**src/rtl/rsr_iterative.sv**
```systemverilog
// -----------------------------------------------------------------------------
// rsr_iterative
//
// Multi-cycle rotate-right unit for the ALU shifter. An operand and a rotate
// amount are accepted through a valid/ready handshake. The operand is then
// rotated right by one bit per clock until the amount is exhausted. The
// result, together with the last bit rotated out of bit 0 (the carry flag
// source), is held until the downstream stage takes it.
//
// Ports:
//   clk          rising-edge clock
//   rst          asynchronous, active-low reset
//   in_valid     operand/shift presented
//   in_ready     unit can accept a new operand (IDLE only)
//   inp          WIDTH-bit operand
//   shift_value  rotate-right amount N, 0..WIDTH-1
//   out_valid    result available (DONE)
//   out_ready    downstream takes the result
//   out          registered rotated result
//   carry        registered last bit rotated out of bit 0
//   busy         unit is not IDLE
// -----------------------------------------------------------------------------
module rsr_iterative #(
    parameter int WIDTH = 16,
    parameter int SHW   = $clog2(WIDTH)
) (
    input  logic             clk,
    input  logic             rst,
    input  logic             in_valid,
    output logic             in_ready,
    input  logic [WIDTH-1:0] inp,
    input  logic [SHW-1:0]   shift_value,
    output logic             out_valid,
    input  logic             out_ready,
    output logic [WIDTH-1:0] out,
    output logic             carry,
    output logic             busy
);

    typedef enum logic [1:0] {
        IDLE   = 2'd0,
        ROTATE = 2'd1,
        DONE   = 2'd2
    } state_t;

    state_t           state;
    state_t           state_next;

    logic [WIDTH-1:0] data;
    logic [SHW-1:0]   cnt;
    logic             lb;

    logic             accept;
    logic             last_step;
    logic [WIDTH-1:0] data_rot;

    assign accept    = (state == IDLE) && in_valid;
    // The final rotate happens on the edge where the counter still reads one.
    assign last_step = (state == ROTATE) && (cnt == SHW'(1));
    assign data_rot  = {data[0], data[WIDTH-1:1]};

    // Handshake and status flags are pure decodes of the state register.
    assign in_ready  = (state == IDLE);
    assign busy      = (state != IDLE);
    assign out_valid = (state == DONE);

    // -------------------------------------------------------------------------
    // State register
    // -------------------------------------------------------------------------
    // NOTE: every register in this file is written with non-blocking
    // assignments so all flops update together from pre-edge values.
    always_ff @(posedge clk or negedge rst) begin
        if (!rst) begin
            state <= IDLE;
        end else begin
            state <= state_next;
        end
    end

    // -------------------------------------------------------------------------
    // Next-state logic
    // -------------------------------------------------------------------------
    // NOTE: state_next is given its hold value before the case so that no
    // path leaves it unassigned, which would infer a latch.
    always_comb begin
        state_next = state;
        case (state)
            IDLE: begin
                if (in_valid) begin
                    state_next = (shift_value != '0) ? ROTATE : DONE;
                end
            end
            ROTATE: begin
                if (cnt == SHW'(1)) begin
                    state_next = DONE;
                end
            end
            DONE: begin
                // Consuming edge only returns to IDLE; a new operand waits
                // for the following edge, so results and accepts never overlap.
                if (out_ready) begin
                    state_next = IDLE;
                end
            end
            default: state_next = IDLE;
        endcase
    end

    // -------------------------------------------------------------------------
    // Datapath: work register, counter and last-out bit
    // -------------------------------------------------------------------------
    // NOTE: these are ordinary flops (not a memory array), so they are all
    // cleared by reset; an aborted operation leaves nothing stale behind.
    always_ff @(posedge clk or negedge rst) begin
        if (!rst) begin
            data <= '0;
            cnt  <= '0;
            lb   <= 1'b0;
        end else if (accept) begin
            data <= inp;
            cnt  <= shift_value;
            lb   <= 1'b0;
        end else if (state == ROTATE) begin
            data <= data_rot;
            lb   <= data[0];
            cnt  <= cnt - SHW'(1);
        end
    end

    // -------------------------------------------------------------------------
    // Result registers: loaded only on entry to DONE, held otherwise
    // -------------------------------------------------------------------------
    // On entry the work register has not yet absorbed the final rotate, so
    // the result is taken from the combinational next value. A zero amount
    // enters DONE straight from IDLE and passes the operand through.
    always_ff @(posedge clk or negedge rst) begin
        if (!rst) begin
            out   <= '0;
            carry <= 1'b0;
        end else if (accept && (shift_value == '0)) begin
            out   <= inp;
            carry <= 1'b0;
        end else if (last_step) begin
            out   <= data_rot;
            carry <= data[0];
        end
    end

endmodule

```
**config.mk**
```make
export PLATFORM = sky130hd
export DESIGN_NAME = rsr_iterative
export DESIGN_NICKNAME = d
export VERILOG_FILES = /design/src/rtl/rsr_iterative.sv
export SDC_FILE = /design/constraint.sdc
export NUM_CORES = 1
export LEC_CHECK = 0
export ABC_CLOCK_PERIOD_IN_PS = 1600
export CAP_MARGIN = 20
export CORE_MARGIN = 4
export CORE_UTILIZATION = 35
export DETAILED_ROUTE_END_ITERATION = 8
export PLACE_DENSITY_LB_ADDON = 0.15
export SLEW_MARGIN = 15
export SYNTH_ARGS = -nofsm -noshare
export SYNTH_HDL_FRONTEND = slang
export SYNTH_SLANG_ARGS = --single-unit
```
**constraint.sdc**
```tcl
create_clock -name clk -period 1.6 [get_ports clk]
set_clock_uncertainty 0.05 [all_clocks]
set_input_delay 0.24 -clock clk [delete_from_list [all_inputs] [get_ports clk]]
set_output_delay 0.24 -clock clk [all_outputs]
set_load 0.05 [all_outputs]
```
# Word level (Yosys, flattened, before mapping)
# Cells that the tools add are included.
# W data, S select, Z words.
[totals] mem_count=0 register_bits=39 wordCells=35 latch_bits=0 ram_bits=0 out_inout_bits=20 romBits=0 in_bits=24
[classes] div=0 shifts=0 mux=13 mul=0 n_bitwise=0 eq_ne=6 add_sub_neg=1 order_cmp=0 n_reduce_logical=10
[op_table] op="$mux W16" count=4
[op_table] op="$mux W2" count=4
[op_table] op="$mux W4" count=2
[op_table] op="$pmux W2 S3" count=1
[op_table] op="$reduce_bool A2 Y1" count=3
[op_table] op="$eq A4 B1 Y1 const B" count=1
[op_table] op="$logic_not A4 Y1" count=1
[op_table] op="$ne A2 B2 Y1 const B" count=2
[op_table] op="$reduce_bool A4 Y1" count=1
[op_table] op="$sub A4 B1 Y4 const B" count=1
[op_table] op="$logic_and A1 B1 Y1" count=3
[op_table] op="$reduce_and A3 Y1" count=1
[op_table] op="$eq A2 B1 Y1 const B" count=1
[op_table] op="$eq A2 B2 Y1 const B" count=1
[op_table] op="$logic_not A2 Y1" count=1
[op_table] op="$mux W1" count=2
[op_table] op="$ne A2 B1 Y1 const B" count=1

# Depth between registers and ports, before layout
[logic_depth] ltp_word=4 depth_mapped=6

# Worst setup path after synthesis
# Ideal clock, no wire load.
[synth_timing] kind="flip-flop to output port" from="register state[1]" to="output port busy" path_slack_ns=-0.269 required_time_ns=1.310 stages_incl_launch_ff=3 path_buffers=0 t_arrival_ns=1.579 path_cell_list="dfrtp_1 -> nor2_1 -> inv_1"
[synth_between] elab_chain_cells=1
[synth_lines] item="start, declared" line_no="46" source="state_t state;"
[synth_lines] item="start signal, assigned" line_no="76" source="state <= state_next;"
[synth_lines] item="$reduce_bool A2 Y1" line_no="64" source="assign busy = (state != IDLE);"
[synth_lines] item="end, declared" line_no="37" source="output logic busy"
# Every way passes these cells.

# Worst setup path after layout
[layout_timing] from="register cnt[1]" to="register out[5]"
[layout_between] elab_chain_cells=3
[layout_lines] item="start, declared" line_no="50" source="logic [SHW-1:0] cnt;"
[layout_lines] item="start signal, assigned" line_no="121" source="cnt <= shift_value;"
[layout_lines] item="start signal, assigned" line_no="126" source="cnt <= cnt - SHW'(1);"
[layout_lines] item="$eq A4 B1 Y1" line_no="59" source="assign last_step = (state == ROTATE) && (cnt == SHW'(1));"
[layout_lines] item="$logic_and A1 B1 Y1" line_no="59"
[layout_lines] item="$reduce_bool A2 Y1 (no line)"
[layout_lines] item="end signal, assigned" line_no="141" source="out <= inp;"
[layout_lines] item="end signal, assigned" line_no="144" source="out <= data_rot;"
[layout_lines] item="end, declared" line_no="35" source="output logic [WIDTH-1:0] out,"
# Every way passes these cells.
# A chain may end at the register's enable or synchronous reset.

==> results.env <==
DIE_AREA_UM2=6570
TIMING.HOLD.WORST.CLASS='in2async'
SYNTH_COMMONEST_CELLS='39 x sky130_fd_sc_hd__dfrtp_1, 33 x sky130_fd_sc_hd__nand2_1, 16 x sky130_fd_sc_hd__a22oi_1'
NET_SWITCHING_POWER_uW=2800
SYNTH_COMPOUND_GATE_AREA_SHARE_PCT=21.0
TIGHTESTPINTRANSITION_NS=0.366
SYNTH_TOP_AREA_SHARE_PCT=52.2
INTERNAL_POWER_uW=3140
P_COMB_SHARE_PCT=58.7
SYN-MEAN-INSTANCE-AREA_UM2=9.64
SYNTH-MAIN-FF-CELL='sky130_fd_sc_hd__dfrtp_1'
FLOORPLAN.IO_PINS=44
FINAL_CORE_UTILIZATION_PCT=52.0
POST_SYN_INSTANCES=194
POSTSYNTH.ASYNCRESETSHARE_PCT=100
DRT-WIRELENGTH-PER-CELL_UM=16.1
POST_SYNTH_FA_HA_MAJ_AREA_FRACTION_PCT=1.34
GRT_PASS1_WL_UM=8830
SYNTHTOLAYOUTAREAGROWTH_PCT=42.9
CRIT_TYPE='reg2reg'
INSERTION_DELAY_NS=0.29
SYNTH_ENABLE_FLOP_CELLS=0
SW_FRAC_OF_TOTAL_PCT=47.1
PRE_CTS_WORST_SETUP_SLACK_NS=-0.382
SLEW_HEADROOM_PCT=75.6
DETAILEDROUTE.FIRSTPASSITERATIONCOUNT=4
INITIAL_CORE_UTIL_PCT=36.4
PERIOD_NEEDED_NS=1.68
HOLD-WORST-SLACK_NS=0.329
VIAS=1734
MET3_CAPACITY_USAGE_DURING_GLOBAL_ROUTING_PCT=4.88
WORSTPATHREQUIRED_NS=1.73
SEQUENTIALPOWERSHARE_PCT=30.3
NNETSFINAL=284
HOLD_VIOL_FINAL=0
PORT_BUFFERS=43
NUMBER_OF_CLOCK_BUFFERS_INSERTED_BY_TRITONCTS=5
DRC_ERRORS=0
DPL.HPWL_UM=3730
POWER.DENSITY_nW_PER_UM2=2220
YOSYS_REGISTER_BITS=39
WORST_SETUP_PATH_END_KIND='register'
FIN_CELLS=328
SYNTH.LARGEST_AREA_CELL='sky130_fd_sc_hd__dfrtp_1'
ACHIEVABLE-FREQUENCY_GHz=0.594
SYNTH.NET_COUNT=220
MOST_USED_STANDARD_CELL_BY_INSTANCE_COUNT_AFTER_SYNTHESIS='sky130_fd_sc_hd__dfrtp_1'
YOSYS_WARNINGS=0
HTREEDEPTH=2
SYNTH-SIMPLE-AREA-SHARE_PCT=20.7
CTS_TREE='yes'
SYNTH_AREA_LEADERS='sky130_fd_sc_hd__dfrtp_1 52%, sky130_fd_sc_hd__nand2_1 6.6%, sky130_fd_sc_hd__a22oi_1 6.4%'
STD_CELL_ROWS=26
POWER_FRAC_CLOCK_PCT=10.9
FIN_WS_NS=-0.0822
DP.CELLS=319
GRT_ANTENNA_BEFORE_REPAIR=0
VIOLATIONS='setup timing'
INITIALDRTVIOLATIONCOUNT=89
MIN_PERIOD_OVER_PERIOD_PCT=105
DESIGN.CORE.AREA_UM2=5140
TIMING.FINAL.MAX_SLEW_VIOLATIONS=0
CLK_ROOT_BUFFER_CELL='sky130_fd_sc_hd__clkbuf_8'
CRIT_ARRIVAL_NS=1.82
GP_CONGESTION=0.797
CLOCK-SINKS=39
WORST_SETUP_HOLD_PATH_CLK_SLEW_NS=0.08
DIE_H_UM=81.1
POST_SYNTH_NUM_CELL_TYPES=27
ROUTE.DETAILED.VIAS_PER_INST=5.29
SEQUENTIAL_CELL_AREA_FRACTION_IN_THE_YOSYS_REPORT_PCT=52.2
TIMING.RR.START='cnt[1]'
YOSYS.AREA_SHARE.XOR_XNOR_PCT=0
NUMBER_OF_ENDPOINTS_FAILING_SETUP_AT_THE_FINAL_STAGE=8
GR-TOTAL-OVERFLOW=0
CRITPATHMAXFANOUT=6
DIEWIDTH_UM=81.1
ANTENNA_CELLS_INSERTED=0
P_LEAK_uW=0.00123
SYNTH.CELL_AREA_UM2=1870
GLOBALROUTETOTALUTIL_PCT=17.9
GRT_UTIL_MET2_PCT=26.5
WORST_SETUP_PATH_START_KIND='register'
STARTPOINT='cnt[1]'
RESULT_OF_THE_RUN='finished with violations'
FINAL_LAYOUT_SIZE_SUFFIX_GT1_SHARE_PCT=27.1
GLOBALROUTE.BUSIESTLAYER='met2'
IR_DROP_mV=1.14
USE_MET1_PCT=25.7
SYNTH_TOP_FAMILY_BY_AREA='compound AO/OA/AOI/OAI gates'
SYNTH.AREA.MUX_SHARE_PCT=0
CAP_VIOLATIONS=0
CLK_PATH_BUF_DEPTH=2
UNREPAIRED_SETUP_ENDPOINTS_AFTER_GLOBAL_ROUTING='true'
ANT_NETS=0
NUMBER_OF_GLOBAL_ROUTE_VIAS_BEFORE_REPAIR=1724
GRT_START_MAX_NET_PINS=20
DRT-TOTAL-WL_UM=5290
kinds of logic after synthesis:
group / Yosys count
simple gates: 78
compound gates: 55
flops: 39
fa+ha+maj: 2
buf+inv: 20
stage by stage:
stage                     setup TNS [ns]  area, µm²  total power [µW]
after floorplan                   -0.211       1880              3880
after global placement             -6.12       2540              5150
after global routing               -1.08       2670              6350
after CTS                         -0.568       2650              5900
final                             -0.346       2670              5940
after detailed placement           -6.29       2540              5190
area by class of cell:
class	instances	area [µm²]
Inverter	4	15.0
Timing Repair Buffer	73	657
Sequential cell	39	976
Clock buffer	5	68.8
Clock inverter	2	13.8
Tap cell	70	87.6
Fill cell	497	2470
Multi-Input combinational cell	135	853
registers in the layout (all words and copies together) (netlist names):
register,cells
carry,1
cnt,4
data,16
out,16
state,2
cells in the final DEF, fill, tap and decap left out, types with 2 or more instances in the layout:
cell / count
sky130_fd_sc_hd__a21o_1: 2
sky130_fd_sc_hd__a221o_1: 8
sky130_fd_sc_hd__a22oi_1: 16
sky130_fd_sc_hd__a31oi_1: 12
sky130_fd_sc_hd__and3_1: 4
sky130_fd_sc_hd__buf_12: 4
sky130_fd_sc_hd__buf_4: 44
sky130_fd_sc_hd__clkbuf_8: 5
sky130_fd_sc_hd__clkdlybuf4s50_1: 22
sky130_fd_sc_hd__dfrtp_1: 39
sky130_fd_sc_hd__inv_1: 3
sky130_fd_sc_hd__nand2_1: 33
sky130_fd_sc_hd__nand2b_1: 2
sky130_fd_sc_hd__nand3_1: 12
sky130_fd_sc_hd__nor2_1: 3
sky130_fd_sc_hd__nor3_1: 13
sky130_fd_sc_hd__o21ai_0: 3
sky130_fd_sc_hd__o21ai_1: 8
sky130_fd_sc_hd__o21ai_2: 2
sky130_fd_sc_hd__o21bai_1: 2
critical path, cell delays in order (launching register included):
cell	delay, ns
sky130_fd_sc_hd__dfrtp_1	0.39
sky130_fd_sc_hd__inv_2	0.08
sky130_fd_sc_hd__ha_4	0.12
sky130_fd_sc_hd__or3b_4	0.37
sky130_fd_sc_hd__o22a_4	0.26
sky130_fd_sc_hd__a221o_1	0.30
metal layers:
layer | vias to the layer above | share of wire, %
li1 | 831 | -
met1 | 852 | 49
met2 | 45 | 44
met3 | 6 | 5.4
met4 | 0 | 1.0
met5 | - | 0
power by group through the flow:
stage | registers, µW | clock network [µW] | logic, µW
after floorplan | 2440 | 0 | 1440
after global placement | 1790 | 0 | 3360
after detailed placement | 1790 | 0 | 3410
after CTS | 1790 | 667 | 3450
after global routing | 1870 | 708 | 3770
final | 1800 | 649 | 3490
final timing paths:
check	to	slack, ns	depth (start not counted)
worst max-delay path	out[5]	-0.08	5
worst min-delay path	cnt[0]	0.33	2
worst max register to register	out[5]	-0.08	5
worst min register to register	carry	0.44	1
max in group asynchronous	data[10]	0.69	3
min in group clk	carry	0.44	1
repair_timing:
item                                   4_1_cts  5_1_grt
endpoints found under the hold margin       12        0
pin swaps                                    0        0
buffers inserted                             1        0
setup endpoints to repair                   16       19
hold buffers                                 1        0
resized for setup                            7       11
Power figures use the tool's default switching activity.
